File: src/rtl/div_pkg.sv
// div_pkg: shared FSM state type and sizing constants for the sequential restoring divider.
package div_pkg;
    localparam int DIV_WIDTH = 4;
    localparam int DIV_CNT_W = $clog2(DIV_WIDTH + 1);
    typedef enum logic [1:0] {IDLE, CALC, DONE} state_t;
endpackage

File: src/rtl/addsub_n.sv
// addsub_n: N-bit ripple-carry adder/subtractor; mode=1 subtracts (b inverted, carry-in set).
module addsub_n #(
    parameter int N = 5
) (
    input  logic [N-1:0] a,
    input  logic [N-1:0] b,
    input  logic         mode,
    output logic [N-1:0] sum,
    output logic         cout
);
    logic [N:0]   c;
    logic [N-1:0] bx;
    assign c[0] = mode;
    assign bx   = b ^ {N{mode}};
    for (genvar i = 0; i < N; i++) begin : g_fa
        assign sum[i]   = a[i] ^ bx[i] ^ c[i];
        assign c[i + 1] = (a[i] & bx[i]) | (c[i] & (a[i] ^ bx[i]));
    end
    assign cout = c[N];
endmodule

File: src/rtl/seq_restoring_divider.sv
// seq_restoring_divider: start/done unsigned restoring divider, one quotient bit per clock.
module seq_restoring_divider
    import div_pkg::*;
#(
    parameter int WIDTH = DIV_WIDTH
) (
    input  logic             clk,
    input  logic             rst_n,
    input  logic             start,
    input  logic [WIDTH-1:0] dividend,
    input  logic [WIDTH-1:0] divisor,
    output logic             busy,
    output logic             done,
    output logic [WIDTH-1:0] quotient,
    output logic [WIDTH-1:0] remainder,
    output logic             div_by_zero
);
    localparam int CW = $clog2(WIDTH + 1);

    state_t           state, state_n;
    logic [WIDTH:0]   a, a_sh, a_new, t;
    logic [WIDTH-1:0] q, m, q_new;
    logic [WIDTH:0]   q_ext;
    logic [CW-1:0]    count;
    logic             no_borrow, neg, last;

    assign a_sh  = {a[WIDTH-1:0], q[WIDTH-1]};
    assign last  = count == CW'(1);

    addsub_n #(.N(WIDTH + 1)) u_sub (
        .a    (a_sh),
        .b    ({1'b0, m}),
        .mode (1'b1),
        .sum  (t),
        .cout (no_borrow)
    );

    // The sign bit and the borrow always agree because a_sh < 2*m here.
    assign neg   = t[WIDTH] & ~no_borrow;
    assign a_new = neg ? a_sh : t;
    assign q_ext = {q, ~neg};
    assign q_new = q_ext[WIDTH-1:0];

    assign busy = state != IDLE;
    assign done = state == DONE;

    always_comb begin
        state_n = state;
        unique case (state)
            IDLE:    state_n = start ? ((divisor == '0) ? DONE : CALC) : IDLE;
            CALC:    state_n = last ? DONE : CALC;
            DONE:    state_n = IDLE;
            default: state_n = IDLE;
        endcase
    end

    always_ff @(posedge clk or negedge rst_n) begin
        if (!rst_n) state <= IDLE;
        else        state <= state_n;
    end

    always_ff @(posedge clk or negedge rst_n) begin
        if (!rst_n) begin
            a           <= '0;
            q           <= '0;
            m           <= '0;
            count       <= '0;
            quotient    <= '0;
            remainder   <= '0;
            div_by_zero <= 1'b0;
        end else if (state == IDLE && start) begin
            a           <= '0;
            q           <= dividend;
            m           <= divisor;
            count       <= CW'(WIDTH);
            div_by_zero <= divisor == '0;
            if (divisor == '0) begin
                quotient  <= '1;
                remainder <= dividend;
            end
        end else if (state == CALC) begin
            a     <= a_new;
            q     <= q_new;
            count <= count - 1'b1;
            if (last) begin
                quotient  <= q_new;
                remainder <= a_new[WIDTH-1:0];
            end
        end
    end
endmodule
File: config.mk
export PLATFORM = sky130hd
export DESIGN_NAME = seq_restoring_divider
export DESIGN_NICKNAME = d
export VERILOG_FILES = /design/src/rtl/div_pkg.sv /design/src/rtl/addsub_n.sv /design/src/rtl/seq_restoring_divider.sv
export SDC_FILE = /design/constraint.sdc
export NUM_CORES = 1
export LEC_CHECK = 0
export CORE_MARGIN = 3
export CORE_UTILIZATION = 45
export CTS_CLUSTER_SIZE = 40
export DETAILED_ROUTE_END_ITERATION = 8
export GPL_ROUTABILITY_DRIVEN = 1
export PLACE_DENSITY = 0.67
export SLEW_MARGIN = 20
export SYNTH_ARGS = -nofsm -noshare
export SYNTH_HDL_FRONTEND = slang
export SYNTH_SLANG_ARGS = --single-unit
File: constraint.sdc
create_clock -name clk -period 3.4 [get_ports clk]
set_input_delay 0.68 -clock clk [delete_from_list [all_inputs] [get_ports clk]]
set_output_delay 0.68 -clock clk [all_outputs]
set_load 0.02 [all_outputs]
Yosys cells after proc, flatten, opt, wreduce, memory -nomap -nowiden

Cells that the tools add are included.

Bits in registers: 26
Output and inout bits: 11
Logic and storage cells: 67

$add $sub $neg: 1
Eq/ne operators: 4
Muxes and demuxes: 19
Bitwise operators: 28
Reduce and logical (&&, ||, !) cells: 7

Operators with widths:

| kind                  | number |
|---|---|
| $mux W4               | 13 |
| $and A1 B1 Y1         | 10 |
| $xor A1 B1 Y1         | 9 |
| $mux W2               | 3 |
| $mux W3               | 2 |
| $reduce_bool A2 Y1    | 3 |
| $not A4 Y5            | 1 |
| $or A1 B1 Y1          | 5 |
| $logic_not A4 Y1      | 1 |
| $pmux W2 S2           | 1 |
| $eq A3 B1 Y1 const B  | 1 |
| $not A1 Y1            | 3 |
| $reduce_and A3 Y1     | 1 |
| $sub A3 B1 Y3 const B | 1 |
| $eq A2 B1 Y1 const B  | 1 |
| $eq A2 B2 Y1 const B  | 1 |
| $logic_not A2 Y1      | 1 |
| $ne A2 B1 Y1 const B  | 1 |
| $logic_and A1 B1 Y1   | 1 |

Logic depth before layout (Yosys ltp)

Gate-level depths: netlist of run 1.

Depth after elaboration: 17
Gate-level depth with buffers: 11
Mapped depth without buffers: 10

Modules after synthesis

A second synthesis of run 1 with hierarchy kept.

Cell total of the unflattened synthesis: 138
Area, all modules: 1400.1 um^2

Modules (own cells, without submodules):

| module                | times used | cells an instance | area each (um^2) |
|---|---|---|---|
| seq_restoring_divider | 1          | 121               | 1231.2 |
| addsub_n              | 1          | 17                | 168.9 |

Least setup slack after synthesis of run 1

Ideal clock, no wire load.

Kind: flip-flop to flip-flop
From: reg q[3]
To: reg remainder[2]
Library setup time: 0.104 ns
Arrival time: 2.286 ns
Slack: 1.010 ns
Cell stages (with the launch flop): 12
Buffers on the path: 1
Clock period less this slack: 2.390 ns
Cells stage by stage: dfrtp_1 > inv_1 > ha_1 > inv_1 > fa_1 > inv_1 > fa_1 > fa_1 > nor2b_1 > clkbuf_1 > mux2_2 > a221oi_1

Longest elaborated chain between the ends: 16
Elaborated cells on any way between the ends: 19

Ends and longest elaborated chain:

| element                                        | line                        | RTL |
|---|---|---|
| start, declared                                | seq_restoring_divider.sv:22 | `logic [WIDTH-1:0] q, m, q_new;` |
| start signal, assigned                         | seq_restoring_divider.sv:73 | `q <= dividend;` |
| start signal, assigned                         | seq_restoring_divider.sv:83 | `q <= q_new;` |
| $and A1 B1 Y1 or $xor A1 B1 Y1 (tied branches) | addsub_n.sv:17              | `assign c[i + 1] = (a[i] & bx[i]) \| (c[i] & (a[i] ^ bx[i]));` |
| $or A1 B1 Y1 *                                 | addsub_n.sv:17              |  |
| $and A1 B1 Y1 *                                | addsub_n.sv:17              |  |
| $or A1 B1 Y1 *                                 | addsub_n.sv:17              |  |
| $and A1 B1 Y1                                  | addsub_n.sv:17              |  |
| $or A1 B1 Y1                                   | addsub_n.sv:17              |  |
| $and A1 B1 Y1                                  | addsub_n.sv:17              |  |
| $or A1 B1 Y1                                   | addsub_n.sv:17              |  |
| $and A1 B1 Y1                                  | addsub_n.sv:17              |  |
| $or A1 B1 Y1                                   | addsub_n.sv:17              |  |
| $not A1 Y1                                     | seq_restoring_divider.sv:39 | `assign neg = t[WIDTH] & ~no_borrow;` |
| $and A1 B1 Y1                                  | seq_restoring_divider.sv:39 |  |
| $mux W4 *                                      | seq_restoring_divider.sv:40 | `assign a_new = neg ? a_sh : t;` |
| $mux W4 *                                      | seq_restoring_divider.sv:85 | `if (last) begin` |
| $mux W4 *                                      | seq_restoring_divider.sv:81 | `end else if (state == CALC) begin` |
| $mux W4 *                                      | seq_restoring_divider.sv:71 | `end else if (state == IDLE && start) begin` |
| end signal, assigned                           | seq_restoring_divider.sv:79 | `remainder <= dividend;` |
| end signal, assigned                           | seq_restoring_divider.sv:87 | `remainder <= a_new[WIDTH-1:0];` |
| end, declared                                  | seq_restoring_divider.sv:15 | `output logic [WIDTH-1:0] remainder,` |

Every way passes the cells marked *; elsewhere a longest branch is shown, timed or not. The select of a mux whose other input is x is not followed.
A chain may end at the register's enable or synchronous reset.

Final worst setup path of run 1

Same ends and word-level chain as after synthesis.

==> results.py, run 1 <==
metrics = {
    "power": {
        "power_density_nw_per_um2": 938,
        "clkPwrFrac_pct": 8.6,
        "p_int_mw": 0.858,
        "power_mw": 1.46,
        "vdd_drop_max_uv": 536,
        "p_sw_mw": 0.602,
        "seqPwrFrac_pct": 38.4,
        "p_leak_nw": 0.695,
        "p_sw_share_pct": 41.2,
        "combPwrFrac_pct": 53.0,
    },
    "timing": {
        "final_max_slew_viol_count": 0,
        "relSlewSlack_pct": 63.3,
        "finalCritPeriodShare_pct": 78.1,
        "rsz0062_at_grt": "no",
        "timing.final.crit_period_ns": 2.65,
        "timing.fmax_ghz": 0.377,
        "setup_tns_ns": 0,
        "worstMarginPinSlew_ns": 0.549,
        "setup_viol": 0,
        "finalClockSkew_ns": 0.00470,
        "hold_viol_final": 0,
    },
    "clocking": {
        "hold_buffers": 0,
        "cts_htree_levels": 1,
        "insertion_delay_ns": 0.31,
        "cts_tree": "yes",
        "clockBufferDepth": 2,
        "cts-resized-gates": 0,
        "post_cts_buffers": 0,
        "clock-root-buffer": "clkbuf_4",
        "clk_pin_slew_ns": 0.13,
        "numCtsBuffers": 3,
        "cts_sinks": 26,
    },
    "setup_path": {
        "crit_cells": 10,
        "crit_path_start_kind": "flip-flop",
        "cp-endpoint": "remainder[2]",
        "path_cells": "inv_1 > ha_1 > inv_1 > fa_1 > inv_1 > fa_1 > fa_1 > nor2b_1 > mux2_2 > a221oi_1",
        "cp_slowest_cell": "nor2b_1",
        "cpLargestDelayFamily": "adder cells",
        "crit_start": "q[3]",
        "worstPathArrival_ns": 2.87,
        "critPathMaxStageDelay_ns": 0.46,
        "worst_r2r_endpoint": "remainder[2]",
        "r2r_cells": 10,
        "reg2reg_from": "q[3]",
        "cp_max_fo": 6,
        "cp.buffers_inverters": 3,
        "required_ns": 3.61,
        "path_class": "reg2reg",
        "endpoint_kind": "flip-flop",
        "worst-r2r-setup-slack_ns": 0.75,
    },
    "logic_synthesis": {
        "synthesis.nets": 144,
        "yosys-top-cells-area": "dfrtp_1 (50%), nand2_1 (6.6%), fa_1 (4.6%), inv_1 (3.8%), ha_1 (2.9%)",
        "synth_seq_cells": 26,
        "synth_top_area_share_pct": 50.0,
        "synth_common_cells": "dfrtp_1 (26), nand2_1 (23), inv_1 (13)",
        "yosysWarnings": 0,
        "yosysTopAreaCell": "dfrtp_1",
        "synth-async-reset-ratio_pct": 100,
        "yosysMostFrequentCell": "dfrtp_1",
        "synthFlopType": "dfrtp_1",
        "synthCells": 127,
        "syn_area_per_cell_um2": 10.2,
        "seq_area_frac_synth_pct": 50.0,
        "syn_area_um2": 1300,
        "synth-edff-count": 0,
        "ys_types": 32,
    },
    "floorplanning": {
        "io-pin-count": 22,
        "start_util_pct": 49.8,
        "fp.dieW_um": 59.8,
        "row_count": 18,
        "die_h_um": 59.8,
        "core_um2": 2610,
        "fp.dieArea_um2": 3570,
    },
    "global_routing": {
        "antenna_found_initial": 0,
        "grt_pass1_vias": 960,
        "grt_overflow_total": 0,
        "grt_max_degree": 27,
        "grt_pass1_wl_um": 4530,
        "grtUsageTotal_pct": 16.7,
    },
    "cells_and_area": {
        "fillCellCount": 231,
        "fin_nets": 167,
        "fin_area_um2": 1560,
        "n_antenna_cell": 0,
        "area_delta_synth_final_pct": 19.6,
        "layout-drive-gt1-share_pct": 8.78,
    },
    "placed_design": {
        "dpl_cell_area_um2": 1530,
        "post-dp-hpwl_um": 1970,
        "place_congestion": 0.772,
        "portBuffers": 21,
    },
    "routing": {
        "drtIter0Drc": 18,
        "totalWireLength_um": 2700,
        "ant_nets": 0,
        "drt_pass1_iterations": 4,
        "wl_per_cell_um": 15.2,
        "drc_errors": 0,
        "num_vias": 986,
        "avgViaCountPerCell": 5.54,
    },
    "worst_hold_path": {
        "hold_class": "reg2reg",
    },
    "flow_run": {
        "max-cap-violations": 0,
    },
    "status": {
        "status": "complete, no violations",
    },
}
through the flow:
stage / util, % / hold WS (ns) / setup slack [ns] / std cells
final: 59.6 / 0.491 / 0.746 / 178
after CTS: 59.6 / 0.497 / 0.735 / 178
after detailed placement: 58.7 / 0.465 / 0.749 / 175
after floorplan: - / 0.384 / 1.01 / 127
after global placement: 58.7 / 0.462 / 0.904 / 175
after global routing: 59.6 / 0.534 / 0.525 / 178
state kept, by name, summed over array words and instances, names as in the netlist:
name,count
a,4
quotient,4
state,2
remainder,4
q,4
div_by_zero,1
m,4
count,3
area by class of cell:
cell class                 instances  area (um^2)  area share (%)
clock buffer                       3         22.5            1.45
inverter                          13         48.8            3.14
multi-input combinational         83          572            36.7
sequential                        26          651            41.8
tap                               30         37.5            2.41
timing repair buffer              23          225            14.5
per-layer routing:
layer | track usage (%) | vias up | part of all wire [%]
met5 | 0 | - | 0
met1 | 24.8 | 467 | 50
li1 | - | 480 | -
met2 | 23.9 | 35 | 43
met4 | 6.96 | 0 | 1.6
met3 | 2.38 | 4 | 5.3
worst register-to-register path, stage by stage (launching register included):
cell and delay (ns):
dfrtp_1 0.40, inv_1 0.07, ha_1 0.14, inv_1 0.05
fa_1 0.35, inv_1 0.07, fa_1 0.17, fa_1 0.15
nor2b_1 0.46, mux2_2 0.43, a221oi_1 0.27
logic make-up (layout without fill, tap and decap cells):
kind of cell	count (synthesis)	after routing	synth area share, %
flops	26	26	50.0
fa+ha+maj	6	6	7.50
simple gates	46	46	19.0
compound gates	27	27	14.0
buf+inv	18	39	6.06
mux	4	4	3.37
worst min path at each step:
stage	start	depth (start not counted)	to	slack [ns]
after floorplan	rst_n	0	a[0]	0.38
after global placement	q[3]	2	q[3]	0.46
after detailed placement	q[3]	2	q[3]	0.47
after CTS	q[3]	2	q[3]	0.50
after global routing	div_by_zero	2	div_by_zero	0.53
final	q[3]	2	q[3]	0.49
power by group through the flow:
stage               logic (mW)  registers (mW)  clock network, mW
finish                   0.774           0.561              0.125
global route             0.862           0.580              0.144
CTS                      0.774           0.560              0.131
detailed placement       0.763           0.568                  0
global placement         0.759           0.562                  0
floorplan                0.487           0.602                  0
layout by cell type, fill, tap and decap left out:
master           instances
dfrtp_1                 26
nand2_1                 23
clkdlybuf4s50_1         21
inv_1                   13
o21ai_0                  7
nor2_1                   6
a21oi_1                  4
nor3_1                   4
a221oi_1                 4
a211oi_1                 4
a22oi_1                  4
nor2b_1                  3
mux2_2                   3
fa_1                     3
ha_1                     3
clkbuf_4                 3
buf_4                    2
or2_2                    1
nor3b_4                  1
nor4_4                   1
and4bb_2                 1
a21oi_2                  1
nand2b_1                 1
or3b_1                   1
o22ai_1                  1
or4_1                    1
and2b_1                  1
o21bai_1                 1
and3_1                   1
nand3_1                  1
mux2i_1                  1
a221o_1                  1
No activity file was read; power rests on OpenSTA's default activity.
==> run 2, diff against run 1 <==
PLACE_DENSITY = 0.7   (was 0.67)
clock period = 2.4 ns   (was 3.4 ns; I/O delays follow)
==> run 2 against run 1 <==
Effect of this change: count of clock-buffer cells in the layout did not move; core utilization up 5.4 points; sequential power grew 44%; sequential share of layout area shrank 3.5 points; clock skew about the same; routed wire length increased by 14%; largest power group unchanged; critical path depth is the same; total power grew 74%; global-route usage up 2.5 points; flip-flop and latch count stayed put; via count is 4.0% higher; largest cell class unchanged.
==> results.py, run 2 (synthesized netlist as in run 1, its figures left out) <==
metrics = {
    "status": {
        "status": "complete, no violations",
    },
    "routing": {
        "ant_nets": 0,
        "num_vias": 1025,
        "drtIter0Drc": 18,
        "drt_pass1_iterations": 4,
        "drc_errors": 0,
        "wl_per_cell_um": 16.6,
        "avgViaCountPerCell": 5.54,
        "totalWireLength_um": 3080,
    },
    "setup_path": {
        "cp_max_fo": 5,
        "path_cells": "inv_2 > ha_2 > inv_2 > fa_2 > inv_2 > fa_2 > fa_2 > nor2b_4 > mux2_4 > a211oi_4",
        "required_ns": 2.66,
        "endpoint_kind": "flip-flop",
        "cp_slowest_cell": "dfrtp_1",
        "critPathMaxStageDelay_ns": 0.40,
        "crit_path_start_kind": "flip-flop",
        "r2r_cells": 10,
        "worstPathArrival_ns": 2.63,
        "path_class": "reg2reg",
    },
    "cells_and_area": {
        "area_delta_synth_final_pct": 30.4,
        "final_util_pct": 64.9,
        "layout-drive-gt1-share_pct": 21.3,
        "final_common_cell": "dfrtp_1",
        "fin_cells": 185,
        "final_cell_mix": "dfrtp_1 (26), nand2_1 (23), clkdlybuf4s50_1 (21)",
        "n_antenna_cell": 0,
        "fin_nets": 173,
        "fin_area_um2": 1700,
    },
    "power": {
        "power_density_nw_per_um2": 1500,
        "p_leak_nw": 0.755,
        "power_mw": 2.54,
        "vdd_drop_max_uv": 1260,
    },
    "clocking": {
        "cts_sinks": 26,
        "clock-root-buffer": "clkbuf_4",
        "insertion_delay_ns": 0.34,
        "clockBufferDepth": 2,
        "cts_tree": "yes",
        "numCtsBuffers": 3,
        "clk_pin_slew_ns": 0.15,
        "cts_htree_levels": 1,
    },
    "timing": {
        "setup_tns_ns": 0,
        "setup_viol": 0,
        "hold_ws_ns": 0.486,
        "hold_viol_final": 0,
        "timing.fmax_ghz": 0.421,
        "fin_ws_ns": 0.0251,
        "relSlewSlack_pct": 63.1,
        "finalCritPeriodShare_pct": 99.0,
        "worstMarginPinSlew_ns": 0.553,
        "finalClockSkew_ns": 0.00469,
        "rsz0062_at_grt": "yes",
        "final_max_slew_viol_count": 0,
        "timing.final.crit_period_ns": 2.37,
    },
    "global_routing": {
        "grt_pass1_wl_um": 5050,
        "grt_max_degree": 27,
        "grt_overflow_total": 0,
        "grtUsageTotal_pct": 19.2,
        "antenna_found_initial": 0,
        "grt_pass1_vias": 1061,
    },
    "floorplanning": {
        "fp.dieW_um": 59.8,
        "start_util_pct": 49.8,
        "row_count": 18,
        "fp.dieArea_um2": 3570,
        "die_h_um": 59.8,
        "io-pin-count": 22,
        "core_um2": 2610,
    },
    "placed_design": {
        "dpl_cell_area_um2": 1560,
        "post-dp-hpwl_um": 2110,
        "place_ws_ns": -0.0826,
        "portBuffers": 21,
        "place_congestion": 0.834,
        "dp_cells": 178,
    },
    "flow_run": {
        "max-cap-violations": 0,
    },
    "worst_hold_path": {
        "hold_class": "in2async",
    },
}
-- run 2: cell count changes in the layout (fill, tap and decap cells not counted), sizes merged --
cell / delta
buf: +6
bufinv: +1
-- run 2: worst paths after layout --
kind | start | endpoint | slack, ns
worst max register to register | q[3] | a[3] | 0.03
min in group clk | div_by_zero | div_by_zero | 0.50
worst max-delay path | q[3] | a[3] | 0.03
max in group asynchronous | rst_n | a[2] | 1.67
worst min register to register | div_by_zero | div_by_zero | 0.50
worst min-delay path | rst_n | m[0] | 0.49
-- run 2: worst max-delay path: cells and delay by family, from the launching register on --
kind | cells | cell delay (ns)
buffers and inverters | 3 | 0.14
multiplexers | 1 | 0.34
adder cells (fa/ha/maj) | 4 | 1.02
AND/OR/NAND/NOR | 1 | 0.16
flip-flops | 1 | 0.40
AO/OA/AOI/OAI | 1 | 0.26
-- run 2: where the power goes --
part	total [mW]	internal [mW]	switching (mW)
combinational	1.42	0.703	0.718
sequential	0.809	0.646	0.163
clock	0.310	0.169	0.141
-- run 2: layout make-up --
class	count	area, um^2
fill	219	916
sequential	26	651
multi-input combinational	83	637
timing repair buffer	29	270
inverter	13	48.8
tap	30	37.5
clock inverter	1	30.0
clock buffer	3	22.5
-- run 2: layer usage --
metal,part of all wire [%],global-route usage [%]
met5,0,0
met4,0.49,4.11
met3,4.9,5.18
met1,45,24.1
met2,50,32.9
-- run 2: what timing repair did --
| item | 4_1_cts | 5_1_grt |
|---|---|---|
| setup endpoints to repair | 8 | 8 |
| resized for setup | 8 | 10 |
| gates cloned | 0 | 0 |
| setup buffers | 1 | 2 |
| pin swaps | 1 | 2 |
| hold buffers | 0 | 0 |
==> run 3, diff against run 2 <==
GPL_TIMING_DRIVEN = 0   (was unset)
==> run 3 against run 2 <==
Effect of this change: count of clock-buffer cells in the layout increased by 1; largest cell class unchanged; sequential share of layout area increased by 0.31 points; sequential power about the same; critical path depth grew 1; total power is 3.4% lower; die area unchanged; via count up 1.1%; register-to-register slack about the same; flip-flop and latch count did not move; hold slack got worse by 0.35 ns; non-clock buffer count unchanged.
==> results.py, run 3 (synthesized netlist as in run 1, its figures left out) <==
metrics = {
    "floorplanning": {
        "io-pin-count": 22,
        "die_h_um": 59.8,
        "core_um2": 2610,
        "start_util_pct": 49.8,
        "fp.dieW_um": 59.8,
        "row_count": 18,
        "fp.dieArea_um2": 3570,
    },
    "timing": {
        "hold_viol_final": 0,
        "setup_viol": 0,
        "final_max_slew_viol_count": 0,
        "hold_ws_ns": 0.137,
        "finalCritPeriodShare_pct": 98.6,
        "finalClockSkew_ns": 0.00321,
        "timing.fmax_ghz": 0.422,
        "rsz0062_at_grt": "yes",
        "timing.final.crit_period_ns": 2.37,
        "setup_tns_ns": 0,
        "relSlewSlack_pct": 59.7,
        "worstMarginPinSlew_ns": 0.605,
    },
    "setup_path": {
        "path_cells": "inv_2 > ha_4 > inv_2 > fa_2 > inv_2 > fa_2 > fa_2 > nor2b_4 > buf_4 > mux2i_2 > a221oi_1",
        "worstPathArrival_ns": 2.60,
        "endpoint_kind": "flip-flop",
        "critPathMaxStageDelay_ns": 0.39,
        "path_class": "reg2reg",
        "crit_path_start_kind": "flip-flop",
        "cp_max_fo": 5,
        "required_ns": 2.63,
        "cp_slowest_cell": "dfrtp_1",
    },
    "cells_and_area": {
        "final_common_cell": "dfrtp_1",
        "multiInputGateArea_um2": 648,
        "final_cell_mix": "dfrtp_1 (26), nand2_1 (23), clkdlybuf4s50_1 (20)",
        "fillCellCount": 224,
        "regArea_um2": 651,
        "area_delta_synth_final_pct": 29.3,
        "n_antenna_cell": 0,
        "fin_nets": 173,
        "layout-drive-gt1-share_pct": 23.2,
    },
    "routing": {
        "wl_per_cell_um": 15.8,
        "num_vias": 1036,
        "totalWireLength_um": 2930,
        "ant_nets": 0,
        "drt_pass1_iterations": 4,
        "drc_errors": 0,
        "avgViaCountPerCell": 5.60,
        "drtIter0Drc": 25,
    },
    "clocking": {
        "clock-root-buffer": "clkbuf_4",
        "cts_tree": "yes",
        "cts_htree_levels": 1,
        "numCtsBuffers": 3,
        "hold_buffers": 0,
        "cts_sinks": 26,
        "clk_pin_slew_ns": 0.14,
        "insertion_delay_ns": 0.32,
        "clockBufferDepth": 2,
    },
    "global_routing": {
        "grt_overflow_total": 0,
        "grt_max_degree": 27,
        "grt_pass1_vias": 1075,
        "antenna_found_initial": 0,
        "grtUsageTotal_pct": 18.1,
        "grt_pass1_wl_um": 4960,
    },
    "power": {
        "p_leak_nw": 0.748,
        "vdd_drop_max_uv": 873,
        "power_density_nw_per_um2": 1460,
    },
    "worst_hold_path": {
        "hold_class": "in2async",
    },
    "placed_design": {
        "portBuffers": 21,
        "place_congestion": 0.735,
        "post-dp-hpwl_um": 2060,
    },
    "status": {
        "status": "complete, no violations",
    },
    "flow_run": {
        "max-cap-violations": 0,
    },
}
[run 3: stage by stage]
step	area, um^2	setup WS (ns)	cells	utilization, %	power, mW
after detailed placement	1540	-0.267	178	59.1	1.93
after global routing	1680	-0.0185	185	64.4	2.65
final	1680	0.0325	185	64.4	2.45
after CTS	1620	0.00842	183	62.1	2.29
after global placement	1550	-0.198	178	59.3	1.88
after floorplan	1300	0.0101	127	-	1.54
[run 3: worst max-delay path, delay by kind of cell (launching register included)]
kind / cells / cell delay [ns]
buffers and inverters: 4 / 0.29
muxes: 1 / 0.16
AOI/OAI and AO/OA: 1 / 0.25
and+or+nand+nor: 1 / 0.16
adders and majority gates: 4 / 1.02
DFF: 1 / 0.39
[run 3: layout make-up]
class,instances,area share [%]
Multi-Input combinational cell,83,38.5
Buffer,4,1.56
Clock buffer,4,2.16
Sequential cell,26,38.7
Tap cell,30,2.23
Inverter,13,2.90
Timing Repair Buffer,25,14.0
[run 3: power breakdown]
group	leakage, nW	internal [mW]	switching (mW)	total (mW)
logic	0.422	0.713	0.708	1.42
registers	0.305	0.646	0.160	0.806
clock network	0.0210	0.0928	0.135	0.228
total	0.748	1.45	1.00	2.45
[run 3: repair_timing]
item,in CTS,in global routing
setup buffers,2,2
gates cloned,0,0
gates resized for setup,7,13
pin swaps,0,5
endpoints found under the setup margin,8,8
[run 3: worst paths after layout]
| check | start | end | slack (ns) | depth (start not counted) |
|---|---|---|---|---|
| min | rst_n | m[1] | 0.14 | 1 |
| min reg2reg | div_by_zero | div_by_zero | 0.50 | 2 |
| max reg2reg | q[3] | remainder[1] | 0.03 | 11 |
| max in group asynchronous | rst_n | count[2] | 1.87 | 1 |
| min in group clk | div_by_zero | div_by_zero | 0.50 | 2 |
| max | q[3] | remainder[1] | 0.03 | 11 |
[run 3: layer usage]
metal  share of wire [%]  wire length, um  track usage, %  vias to the layer above
li1                    -                -               -                      492
met1                  49             1430            25.4                      514
met2                  47             1380            29.8                       26
met3                 3.1               92            2.59                        4
met4                0.65               19            3.80                        0
met5                   0                0               0                        -
